`src/rtl/cu_reorder_out_pkg.sv`:
```
// FFT pipeline shared definitions: frame size, read FSM states,
// and the bit-reversal helper used by the reorder stages.
package fft_pkg;
  localparam int N_PTS = 512;
  localparam int ADDR_W = 9;
  localparam logic [ADDR_W-1:0] LAST = ADDR_W'(N_PTS - 1);

  typedef enum logic {
    IDLE,
    READ
  } rd_state_t;

  function automatic logic [ADDR_W-1:0] bitrev(
    input logic [ADDR_W-1:0] a
  );
    logic [ADDR_W-1:0] r;
    for (int i = 0; i < ADDR_W; i++)
      r[i] = a[ADDR_W-1-i];
    return r;
  endfunction
endpackage

```
`src/rtl/cu_reorder_out_if.sv`:
```
// Reorder-output control bundle: sample-valid/backpressure
// inputs and the ping-pong buffer write/read controls.
interface cu_reorder_out_if;
  import fft_pkg::*;

  logic              alert_in;
  logic              out_ready;
  logic              wr_en;
  logic [ADDR_W-1:0] wr_addr;
  logic              wr_bank;
  logic              rd_en;
  logic [ADDR_W-1:0] rd_addr;
  logic              rd_bank;
  logic              dout_valid;
  logic              frame_done;
  logic              overflow;

  modport slave (
    input  alert_in, out_ready,
    output wr_en, wr_addr, wr_bank,
    output rd_en, rd_addr, rd_bank,
    output dout_valid, frame_done, overflow
  );

  modport master (
    output alert_in, out_ready,
    input  wr_en, wr_addr, wr_bank,
    input  rd_en, rd_addr, rd_bank,
    input  dout_valid, frame_done, overflow
  );
endinterface

```
`src/rtl/cu_reorder_out_addr_gen.sv`:
```
// Natural-order frame address counter, wrapping at N_PTS-1.
module addr_gen
  import fft_pkg::*;
(
  input  logic              clk,
  input  logic              rstn,
  input  logic              en,
  output logic [ADDR_W-1:0] addr
);
  logic [ADDR_W-1:0] cnt_q;

  always_ff @(posedge clk or negedge rstn) begin
    if (!rstn)
      cnt_q <= '0;
    else if (en)
      cnt_q <= (cnt_q == LAST) ? '0 : cnt_q + 1'b1;
  end

  assign addr = cnt_q;
endmodule

```
`src/rtl/cu_reorder_out.sv`:
```
// Output reorder control: natural-order ping-pong writes,
// bit-reversed readout with downstream backpressure.
module cu_reorder_out
  import fft_pkg::*;
(
  input logic             clk,
  input logic             rstn,
  cu_reorder_out_if.slave io
);
  rd_state_t         state_q, state_d;
  logic              wr_en_q;
  logic              wr_bank_q, wr_bank_d;
  logic [1:0]        full_q, full_d;
  logic              ovf_q;
  logic [ADDR_W-1:0] rd_cnt_q, rd_cnt_d;
  logic              rd_bank_q, rd_bank_d;
  logic              dv_q, fd_q;
  logic [ADDR_W-1:0] wr_cnt;
  logic              wr_last, rd_en, rd_last;
  logic              wr_acc, wr_ovf;

  addr_gen u_wr_cnt (
    .clk  (clk),
    .rstn (rstn),
    .en   (wr_en_q),
    .addr (wr_cnt)
  );

  // Acceptance looks at the bank the write will land in, so a
  // bank freed this cycle is writable on the very next one.
  always_comb begin
    wr_last   = wr_en_q && (wr_cnt == LAST);
    rd_en     = (state_q == READ) && io.out_ready;
    rd_last   = rd_en && (rd_cnt_q == LAST);
    full_d    = full_q;
    if (wr_last) full_d[wr_bank_q] = 1'b1;
    if (rd_last) full_d[rd_bank_q] = 1'b0;
    wr_bank_d = wr_bank_q ^ wr_last;
    rd_bank_d = rd_bank_q ^ rd_last;
    wr_acc    = io.alert_in && !full_d[wr_bank_d];
    wr_ovf    = io.alert_in && full_d[wr_bank_d];
    rd_cnt_d  = rd_en ? rd_cnt_q + 1'b1 : rd_cnt_q;
    state_d   = state_q;
    unique case (state_q)
      IDLE: if (full_q[rd_bank_q]) state_d = READ;
      READ: if (rd_last) state_d = IDLE;
    endcase
  end

  always_ff @(posedge clk or negedge rstn) begin
    if (!rstn) begin
      state_q   <= IDLE;
      wr_en_q   <= 1'b0;
      wr_bank_q <= 1'b0;
      full_q    <= '0;
      ovf_q     <= 1'b0;
      rd_cnt_q  <= '0;
      rd_bank_q <= 1'b0;
      dv_q      <= 1'b0;
      fd_q      <= 1'b0;
    end else begin
      state_q   <= state_d;
      wr_en_q   <= wr_acc;
      wr_bank_q <= wr_bank_d;
      full_q    <= full_d;
      ovf_q     <= ovf_q | wr_ovf;
      rd_cnt_q  <= rd_cnt_d;
      rd_bank_q <= rd_bank_d;
      dv_q      <= rd_en;
      fd_q      <= rd_last;
    end
  end

  assign io.wr_en      = wr_en_q;
  assign io.wr_addr    = wr_cnt;
  assign io.wr_bank    = wr_bank_q;
  assign io.rd_en      = rd_en;
  assign io.rd_addr    = bitrev(rd_cnt_q);
  assign io.rd_bank    = rd_bank_q;
  assign io.dout_valid = dv_q;
  assign io.frame_done = fd_q;
  assign io.overflow   = ovf_q;
endmodule

```
`src/flat_wrapper.sv`:
```
// flat-port wrapper written by rule: the top's interface ports become plain ports
module cu_reorder_out_flat import fft_pkg::*;
  (clk, rstn, io_alert_in, io_out_ready, io_wr_en, io_wr_addr, io_wr_bank, io_rd_en, io_rd_addr, io_rd_bank, io_dout_valid, io_frame_done, io_overflow);
  cu_reorder_out_if io_i ();
  input logic clk;
  input logic rstn;
  input wire logic [$bits(io_i.alert_in)-1:0] io_alert_in;
  input wire logic [$bits(io_i.out_ready)-1:0] io_out_ready;
  output wire logic [$bits(io_i.wr_en)-1:0] io_wr_en;
  output wire logic [$bits(io_i.wr_addr)-1:0] io_wr_addr;
  output wire logic [$bits(io_i.wr_bank)-1:0] io_wr_bank;
  output wire logic [$bits(io_i.rd_en)-1:0] io_rd_en;
  output wire logic [$bits(io_i.rd_addr)-1:0] io_rd_addr;
  output wire logic [$bits(io_i.rd_bank)-1:0] io_rd_bank;
  output wire logic [$bits(io_i.dout_valid)-1:0] io_dout_valid;
  output wire logic [$bits(io_i.frame_done)-1:0] io_frame_done;
  output wire logic [$bits(io_i.overflow)-1:0] io_overflow;
  assign io_i.alert_in = io_alert_in;
  assign io_i.out_ready = io_out_ready;
  assign io_wr_en = io_i.wr_en;
  assign io_wr_addr = io_i.wr_addr;
  assign io_wr_bank = io_i.wr_bank;
  assign io_rd_en = io_i.rd_en;
  assign io_rd_addr = io_i.rd_addr;
  assign io_rd_bank = io_i.rd_bank;
  assign io_dout_valid = io_i.dout_valid;
  assign io_frame_done = io_i.frame_done;
  assign io_overflow = io_i.overflow;
  cu_reorder_out u_core (.clk(clk), .rstn(rstn), .io(io_i));
endmodule
```
`config.mk`:
```
export PLATFORM = sky130hd
export DESIGN_NAME = cu_reorder_out_flat
export DESIGN_NICKNAME = d
export VERILOG_FILES = /design/src/rtl/cu_reorder_out_pkg.sv /design/src/rtl/cu_reorder_out_if.sv /design/src/rtl/cu_reorder_out_addr_gen.sv /design/src/rtl/cu_reorder_out.sv /design/src/flat_wrapper.sv
export SDC_FILE = /design/constraint.sdc
export NUM_CORES = 1
export LEC_CHECK = 0
export ABC_AREA = 1
export BUFFER_PORTS_ARGS = -buffer_cell sky130_fd_sc_hd__clkbuf_2
export CORE_ASPECT_RATIO = 0.9
export CORE_MARGIN = 4
export CORE_UTILIZATION = 30
export DETAILED_ROUTE_END_ITERATION = 12
export GPL_TIMING_DRIVEN = 0
export HOLD_SLACK_MARGIN = 0.08
export SLEW_MARGIN = 20
export SYNTH_ARGS = -nofsm -noshare
export SYNTH_HDL_FRONTEND = slang
export SYNTH_SLANG_ARGS = --single-unit
```
`constraint.sdc`:
```
create_clock -name clk -period 1.9 [get_ports clk]
set_clock_uncertainty 0.1 [all_clocks]
set_input_delay 0.38 -clock clk [delete_from_list [all_inputs] [get_ports clk]]
set_output_delay 0.38 -clock clk [all_outputs]
set_load 0.01 [all_outputs]
```
==> results.toml, run 1 <==
[timing]
fmaxAchievable_mhz = 519
setup_viol_count_final = 2
worst_slack_ns = -0.0282
rsz0062_at_grt = "yes"
setup_tns_ns = -0.0366
finalCritPeriodShare_pct = 101
hold_violations = 0
slew_headroom_pct = 54.3
worst_pin_slew_ns = 0.686
post-route-min-period_ns = 1.93
drv_slew = 0

[final_layout]
synthToLayoutAreaGrowth_pct = 30.5
nets = 204
utilization_pct = 41.1
drive_gt1_share_pct = 35.4
antennaDiodeCount = 0
fillers = 427

[die]
design.core.area_um2 = 4130
rows = 22
dieArea_um2 = 5450
die_h_um = 70.5
pin_count = 29
start_util_pct = 31.5
dieWidth_um = 77.4

[worst_setup_path]
regToRegSetupSlack_ns = -0.03
path_class = "flop to flop"
cp.required_ns = 1.97
startpoint_type = "flop"
r2r_cells = 11
crit_end = "u_core.io.overflow$_DFF_PN0_"
r2r_start = "u_core.rd_cnt_q[1]$_DFFE_PN0P_"
r2r-end = "u_core.io.overflow$_DFF_PN0_"
cp-end-kind = "flop"
crit_start = "u_core.rd_cnt_q[1]$_DFFE_PN0P_"
arrival_ns = 2.00
crit_path_max_fanout = 4

[route]
route.detailed.drc = 0
post_drt_wl_per_cell_um = 10.9
first_pass_iters = 4
dr.first_iter.drc_count = 55
routed_wl_um = 2640
via_per_inst = 4.39
via_count = 1066
postRouteAntennaNets = 0

[synthesis]
yosysMostFrequentCell = "nand2_1"
synth_adder_area_share_pct = 3.85
async_flop_share_pct = 100
synth_top_family_by_area = "simple AND/OR/NAND/NOR gates"
synth-xor-area-share_pct = 3.37
synthTopCellsByArea = "dfrtp_1, nand2_1, inv_1"
synth-main-ff-cell = "dfrtp_1"
yosysWarningCount = 0
ys_seq_elements = 27
syn_inst = 151
synthSimpleGateAreaFrac_pct = 28.3
yosysTopAreaCell = "dfrtp_1"
synth_fp_nets = 159
synth-edff-count = 0
synth.avg_cell_area_um2 = 8.61
seq_area_frac_synth_pct = 52.0
synthDistinctLibCells = 24
synth_top_area_share_pct = 52.0
synth_common_cells = "nand2_1, dfrtp_1, inv_1"
synth_mux_area_share_pct = 0.770
synth_compound_area_share_pct = 4.33
netlist_area_um2 = 1300

[grt]
grt_pass1_wl_um = 4730
grt_max_degree = 28
top_usage_layer = "met2"
grt_usage_pct = 10.6
grt_use_met1_pct = 13.9
antenna_found_initial = 0
grt_overflow_total = 0
first_global_vias = 1048
met2_usage_pct = 16.8
use_met3_pct = 3.35

[status]
outcome = "finished with violations"
violations = "negative setup slack"

[clock_tree]
clock_latency_ns = 0.26
cts_tree = "yes"
cts.path.max_buffers = 2
clkTransAtPathRegs_ns = 0.09
cts_buffers = 3
htreeDepth = 1
cts-root-buf = "clkbuf_8"
cts_sinks = 27

[power_and_ir_drop]
vdd_drop_max_mv = 0.499
seqPwrFrac_pct = 47.5
p_int_w = 0.00114
pwr_density_cell_nw_per_um2 = 1060
p_comb_share_pct = 34.9
clockPowerShare_pct = 17.6
power.switching_w = 0.000662
p_sw_share_pct = 36.7
leakagePower_nw = 0.921

[placement]
dpl.hpwl_um = 1840
gp_congestion = 0.718
portBuffers = 28

[flow_run]
cap_violations = 0

[hold_path]
hold_path.class = "primary input to flop"
==> timing repair <==
action,4_1_cts,5_1_grt
pin swaps,1,11
buffers inserted,2,9
gates resized for setup,5,13
hold buffers,1,0
setup endpoints to repair,2,3
endpoints found under the hold margin,27,0
==> how the worst min path moves through the flow <==
stage,start,endpoint,slack [ns],depth (start not counted)
2_1_floorplan,rstn,u_core.full_q[0]$_DFF_PN0_,-0.02,0
3_3_place_gp,u_core.io.overflow$_DFF_PN0_,u_core.io.overflow$_DFF_PN0_,0.35,2
3_5_place_dp,u_core.io.overflow$_DFF_PN0_,u_core.io.overflow$_DFF_PN0_,0.35,2
4_1_cts,io_alert_in,u_core.io.overflow$_DFF_PN0_,0.23,3
5_1_grt,io_alert_in,u_core.io.overflow$_DFF_PN0_,0.24,3
6_report,io_alert_in,u_core.io.overflow$_DFF_PN0_,0.23,3
==> layout make-up <==
cell class | count | area, µm² | area share, %
sequential | 27 | 676 | 39.8
inverter | 22 | 85.1 | 5.01
buffer | 1 | 11.3 | 0.664
timing repair buffer | 40 | 233 | 13.7
multi-input combinational | 101 | 587 | 34.6
tap | 48 | 60.1 | 3.54
clock buffer | 4 | 45.0 | 2.65
==> worst max-delay path, stage by stage, from the launching register on <==
cell,delay [ns]
dfrtp_1,0.41
ha_2,0.21
nand2_2,0.07
nor2_4,0.14
nand2_2,0.08
nor3_4,0.20
ha_2,0.22
nand4_1,0.12
nand2_2,0.11
nand2_2,0.07
nand3_2,0.05
nand2_1,0.04
==> through the flow <==
step	hold slack [ns]	std cells	power (W)	setup WS, ns	cell area, µm²
finish	0.233	243	0.00180	-0.0282	1700
global route	0.238	243	0.00197	-0.163	1700
CTS	0.231	234	0.00174	0.00406	1590
detailed placement	0.353	227	0.00139	-0.172	1500
global placement	0.354	227	0.00138	-0.156	1500
floorplan	-0.0156	151	0.00117	0.0288	1300
==> cells in the final DEF (no fill, tap or decap) <==
cell and n:
nand2_2 9, nor2_4 1, nor3_4 2, nor3_2 1
a21boi_2 1, nand2_1 41, mux2i_1 1, nor3_1 1
clkbuf_2 28, ha_2 4, o21ai_0 3, inv_2 2
dlygate4sd3_1 1, nand4_1 4, nand3_1 6, or2_1 1
inv_4 1, a21oi_1 5, clkbuf_8 3, nand3b_1 1
nor2_1 9, inv_1 19, nand2_4 2, nand3_2 1
buf_4 11, nor2_2 2, clkbuf_1 1, buf_6 1
xnor2_1 2, dfrtp_1 27, o21ai_1 1, xor2_1 3
==> kinds of logic after synthesis <==
family          count (synthesis)
compound gates                 10
xor+xnor                        5
fa+ha+maj                       4
buf+inv                        23
flops                          27
mux                             1
simple gates                   81
==> routing by layer <==
metal	share of wire, %	vias to the layer above
met5	0	-
met4	0	0
met3	3.6	0
met2	48	16
met1	48	491
li1	-	559
==> power by group through the flow <==
stage	Clock [W]	Sequential, W	Combinational (W)
floorplan	0	0.000910	0.000261
global placement	0	0.000868	0.000512
detailed placement	0	0.000867	0.000520
CTS	0.000343	0.000852	0.000547
global route	0.000366	0.000885	0.000718
finish	0.000318	0.000856	0.000629
(Power assumes the default switching activity.)
==> inputs of run 2 (changes only) <==
--- a/config.mk
+++ b/config.mk
@@ -6,13 +6,16 @@
 export NUM_CORES = 1
 export LEC_CHECK = 0
 export ABC_AREA = 1
-export BUFFER_PORTS_ARGS = -buffer_cell sky130_fd_sc_hd__clkbuf_2
+export CELL_PAD_IN_SITES_DETAIL_PLACEMENT = 0
+export CELL_PAD_IN_SITES_GLOBAL_PLACEMENT = 1
 export CORE_ASPECT_RATIO = 0.9
 export CORE_MARGIN = 4
 export CORE_UTILIZATION = 30
 export DETAILED_ROUTE_END_ITERATION = 12
+export DONT_BUFFER_PORTS = 1
 export GPL_TIMING_DRIVEN = 0
 export HOLD_SLACK_MARGIN = 0.08
+export PLACE_DENSITY_LB_ADDON = 0.1
 export SLEW_MARGIN = 20
 export SYNTH_ARGS = -nofsm -noshare
 export SYNTH_HDL_FRONTEND = slang
==> results.toml, run 2 (same netlist as run 1, synthesis figures left out) <==
[timing]
rsz0062_at_grt = "yes"
hold_violations = 0
drv_slew = 0
post-route-min-period_ns = 1.85
setup_viol_count_final = 0
fmaxAchievable_mhz = 540
finalCritPeriodShare_pct = 97.5
worst_pin_slew_ns = 0.309
slew_headroom_pct = 79.4

[route]
dr.first_iter.drc_count = 38
first_pass_iters = 4
via_per_inst = 4.54
post_drt_wl_per_cell_um = 12.8
met3_length_um = 175
via_count = 953
met1_length_um = 1250
route.detailed.drc = 0
route.met2.wl_um = 1240
routed_wl_um = 2690
dr.max_layer_used = "met4"
postRouteAntennaNets = 0

[power_and_ir_drop]
power.total_w = 0.00166
leakagePower_nw = 0.769
vdd_drop_max_mv = 0.395
pwr_density_cell_nw_per_um2 = 1060

[final_layout]
most-common-layout-cells = "nand2_1, dfrtp_1, inv_1"
stdcell_count = 210
synthToLayoutAreaGrowth_pct = 20.2
fin_area_um2 = 1560
antennaDiodeCount = 0
layout_commonest_cell = "nand2_1"
nets = 171
drive_gt1_share_pct = 26.5

[worst_setup_path]
crit_path_max_fanout = 4
path_class = "flop to flop"
cp.required_ns = 1.97
regToRegSetupSlack_ns = 0.05
cp-end-kind = "flop"
startpoint_type = "flop"
arrival_ns = 1.93

[clock_tree]
cts-root-buf = "clkbuf_8"
cts.path.max_buffers = 2
cts_sinks = 27
clkTransAtPathRegs_ns = 0.09
cts_buffers = 3
clock_latency_ns = 0.27
htreeDepth = 1
cts_tree = "yes"

[placement]
placed_cell_area_um2 = 1360
gp_congestion = 0.719
portBuffers = 0
placedCellCount = 199
dpl.hpwl_um = 1950

[grt]
antenna_found_initial = 0
grt_pass1_wl_um = 4610
first_global_vias = 966
grt_usage_pct = 10.8
grt_overflow_total = 0
grt_max_degree = 28

[die]
pin_count = 29
dieArea_um2 = 5450
design.core.area_um2 = 4130
dieWidth_um = 77.4
start_util_pct = 31.5
die_h_um = 70.5
rows = 22

[status]
outcome = "finished clean"

[hold_path]
hold_path.class = "primary input to flop"

[flow_run]
cap_violations = 0
## run 2: cell types whose count changed in the layout (fill, tap and decap cells not counted), moves of 2 or more
cell      before  now
clkbuf_2      28    0
buf_4         11    5
dfrtp_1       27   23
dfrtp_2        0    4
ha_2           4    2
ha_4           0    2
nand2_2        9    7
nand3_1        6    4
nand3_2        1    3
## run 2: final cells by class
type | count | area [µm²]
fillers | 434 | 2570
clock inverters | 1 | 5.00
plain buffers | 1 | 11.3
flip-flops and latches | 27 | 681
multi-input cells | 101 | 612
well taps | 48 | 60.1
inverters | 22 | 85.1
clock buffers | 3 | 41.3
repair buffers | 7 | 67.6
## run 2: through the flow
stage / utilization, % / TNS (ns) / hold WS (ns) / worst slack (ns)
floorplan: - / 0 / -0.0156 / 0.0288
finish: 37.8 / 0 / 0.125 / 0.0480
detailed placement: 32.9 / -0.571 / -0.0149 / -0.261
global route: 37.8 / -0.430 / 0.117 / -0.115
CTS: 37.1 / -0.0680 / 0.116 / -0.0443
global placement: 32.9 / -0.499 / -0.0149 / -0.238
## run 2: final timing paths
kind / startpoint / endpoint / cells after the start
hold reg to reg: u_core.io.overflow$_DFF_PN0_ / u_core.io.overflow$_DFF_PN0_ / 2
min in group asynchronous: rstn / u_core.rd_cnt_q[7]$_DFFE_PN0P_ / 2
max in group asynchronous: rstn / u_core.u_wr_cnt.addr[0]$_DFFE_PN0P_ / 2
hold / removal: io_alert_in / u_core.io.overflow$_DFF_PN0_ / 2
setup reg to reg: u_core.u_wr_cnt.addr[0]$_DFFE_PN0P_ / u_core.io.overflow$_DFF_PN0_ / 13
setup / recovery: u_core.u_wr_cnt.addr[0]$_DFFE_PN0P_ / u_core.io.overflow$_DFF_PN0_ / 13
## run 2: critical path, stage by stage (launching register included)
cell and delay, ns:
dfrtp_2 0.47, ha_4 0.16, nand2_2 0.05, nor2_2 0.10
nand2_1 0.07, nor3_2 0.13, ha_2 0.27, nand2_4 0.07
nand2_4 0.06, nand2_2 0.06, inv_2 0.06, nand2_2 0.06
nand3_2 0.07, nand2_1 0.04
## run 2: routing by layer
layer,GRT usage (%),up-vias
li1,-,492
met1,13.1,438
met2,17.4,21
met3,4.38,2
met4,2.96,0
met5,0,-
## run 2: repair_timing
item                                   CTS  global route
gates resized for setup                 20             6
hold buffers                             2             0
endpoints found under the hold margin   27             0
setup endpoints to repair                8            10
setup buffers                            4             1
pin swaps                               11             5
## run 2: power by group
| group | internal [W] | leakage [nW] | switching [W] | total (W) |
|---|---|---|---|---|
| registers | 0.000712 | 0.333 | 0.000261 | 0.000972 |
| logic | 0.000156 | 0.411 | 0.000206 | 0.000362 |
| clock network | 0.000147 | 0.0255 | 0.000181 | 0.000328 |
| total | 0.00101 | 0.769 | 0.000648 | 0.00166 |
==> inputs of run 3 (changes only) <==
--- a/config.mk
+++ b/config.mk
@@ -19,4 +19,5 @@
 export SLEW_MARGIN = 20
 export SYNTH_ARGS = -nofsm -noshare
 export SYNTH_HDL_FRONTEND = slang
+export SYNTH_HIERARCHICAL = 1
 export SYNTH_SLANG_ARGS = --single-unit
==> results.toml, run 3 <==
[worst_setup_path]
arrival_ns = 1.94
cp-end-kind = "flop"
cp.required_ns = 1.99
path_class = "flop to flop"
crit_top_cell = "nor2_2"
slowest_delay_ns = 0.48
crit_path_max_fanout = 4
crit_family = "simple AND/OR/NAND/NOR gates"
regToRegSetupSlack_ns = 0.05
startpoint_type = "flop"
critPathBufInv = 0
crit_slowest_cell = "dfrtp_2"
cp_cell_sequence = "ha_4, nand3_1, nor2_2, nand2_1, nor2_2, ha_2, nand2_4, nor2_2, o211ai_1, a21boi_1"

[grt]
grt_usage_pct = 10.5
grt_pass1_wl_um = 4690
top_usage_layer = "met2"
use_met3_pct = 4.15
met2_usage_pct = 16.5
first_global_vias = 928
antenna_found_initial = 0
grt_overflow_total = 0
grt_max_degree = 28
grt_use_met1_pct = 13.9

[synthesis]
yosysTopAreaCell = "dfrtp_1"
yosysMostFrequentCell = "nand2_1"
synth_fp_nets = 157
syn_inst = 148
synth.avg_cell_area_um2 = 9.18
yosysWarningCount = 6
synth_adder_area_share_pct = 4.60
synthSimpleGateAreaFrac_pct = 29.8
synth-xor-area-share_pct = 5.16
synth_top_area_share_pct = 49.7
synth_top_family_by_area = "simple AND/OR/NAND/NOR gates"
synth-edff-count = 0
synth_compound_area_share_pct = 5.34
ys_seq_elements = 27
async_flop_share_pct = 100
synthDistinctLibCells = 24
synthTopCellsByArea = "dfrtp_1, nand2_1, ha_1"
seq_area_frac_synth_pct = 49.7
synth-main-ff-cell = "dfrtp_1"
netlist_area_um2 = 1360
synth_mux_area_share_pct = 0
synth_common_cells = "nand2_1, dfrtp_1, nor2_1"

[power_and_ir_drop]
p_sw_share_pct = 32.3
pwr_density_cell_nw_per_um2 = 829
clockPowerShare_pct = 25.2
power.switching_w = 0.000421
p_int_w = 0.000883
p_comb_share_pct = 13.2
leakagePower_nw = 0.808
vdd_drop_max_mv = 0.322
seqPwrFrac_pct = 61.6

[final_layout]
layout_commonest_cell = "nand2_1"
nets = 166
fin_area_um2 = 1570
drive_gt1_share_pct = 21.8
stdcell_count = 216
synthToLayoutAreaGrowth_pct = 15.7
antennaDiodeCount = 0
most-common-layout-cells = "nand2_1, dfrtp_1, inv_1"

[timing]
worst_pin_slew_ns = 0.340
setup_viol_count_final = 0
whs_ns = 0.145
rsz0062_at_grt = "yes"
slew_headroom_pct = 77.4
fmaxAchievable_mhz = 539
drv_slew = 0
hold_violations = 0
worst_slack_ns = 0.0457
finalCritPeriodShare_pct = 97.6
post-route-min-period_ns = 1.85

[die]
start_util_pct = 32.3
die_h_um = 71.8
dieArea_um2 = 5670
rows = 22
dieWidth_um = 78.9
design.core.area_um2 = 4210
pin_count = 29

[placement]
placedCellCount = 208
portBuffers = 0
place_ws_ns = -0.117
dpl.hpwl_um = 2030
placed_cell_area_um2 = 1430
gp_congestion = 0.738

[clock_tree]
cts-root-buf = "clkbuf_8"
cts.path.max_buffers = 2
htreeDepth = 1
clock_latency_ns = 0.27
clkTransAtPathRegs_ns = 0.10
cts_buffers = 3
cts_tree = "yes"
cts_sinks = 27

[route]
first_pass_iters = 4
dr.first_iter.drc_count = 65
routed_wl_um = 2720
via_per_inst = 4.47
via_count = 966
postRouteAntennaNets = 0
post_drt_wl_per_cell_um = 12.6
route.detailed.drc = 0

[hold_path]
hold_path.class = "primary input to flop"

[status]
outcome = "finished clean"

[flow_run]
cap_violations = 0
run 3: final timing paths:
kind | startpoint | endpoint | cells past startpoint
setup / recovery | u_core/rd_cnt_q[0]$_DFFE_PN0P_ | u_core/io.wr_en$_DFF_PN0_ | 10
setup reg to reg | u_core/rd_cnt_q[0]$_DFFE_PN0P_ | u_core/io.wr_en$_DFF_PN0_ | 10
min in group asynchronous | rstn | u_core/u_wr_cnt/addr[0]$_DFFE_PN0P_ | 2
max in group asynchronous | rstn | u_core/rd_cnt_q[0]$_DFFE_PN0P_ | 2
hold reg to reg | u_core/full_q[1]$_DFF_PN0_ | u_core/state_q$_DFF_PN0_ | 2
hold / removal | io_alert_in | u_core/io.overflow$_DFF_PN0_ | 2
run 3: layout make-up:
type | count | area (µm²)
Fill cell | 446 | 2640
Sequential cell | 27 | 681
Multi-Input combinational cell | 105 | 641
Tap cell | 60 | 75.1
Inverter | 15 | 61.3
Timing Repair Buffer | 4 | 57.6
Clock buffer | 3 | 41.3
Buffer | 1 | 11.3
Clock inverter | 1 | 5.00
run 3: power groups by stage:
stage	Sequential (W)	Combinational [W]	Clock, W
finish	0.000803	0.000172	0.000329
global route	0.000818	0.000192	0.000384
CTS	0.000807	0.000171	0.000361
detailed placement	0.000804	0.000141	0
global placement	0.000803	0.000138	0
floorplan	0.000778	0.000125	0
run 3: logic make-up (layout without fill, tap and decap cells):
logic type | count (synthesis) | after routing
AO/OA/AOI/OAI | 13 | 13
XOR/XNOR | 8 | 8
flip-flops | 27 | 27
adder cells (fa/ha/maj) | 5 | 5
AND/OR/NAND/NOR | 79 | 79
buffers and inverters | 16 | 24
run 3: repair_timing:
action,in CTS,in global routing
pin swaps,2,3
hold buffers,2,0
setup buffers,0,2
hold endpoints to repair,27,0
gates resized for setup,7,5
endpoints found under the setup margin,3,7
run 3: stage by stage:
stage	util [%]	power [W]	TNS [ns]
after global routing	37.3	0.00139	-0.161
final	37.3	0.00130	0
after CTS	36.4	0.00134	-0.0141
after global placement	34.0	0.000940	-0.188
after floorplan	-	0.000903	0
after detailed placement	34.0	0.000945	-0.236
run 3: routing by layer:
layer | vias to the layer above | wire [µm]
met3 | 2 | 207
met4 | 0 | 14
met1 | 453 | 1260
met2 | 22 | 1240
met5 | - | 0
li1 | 489 | -
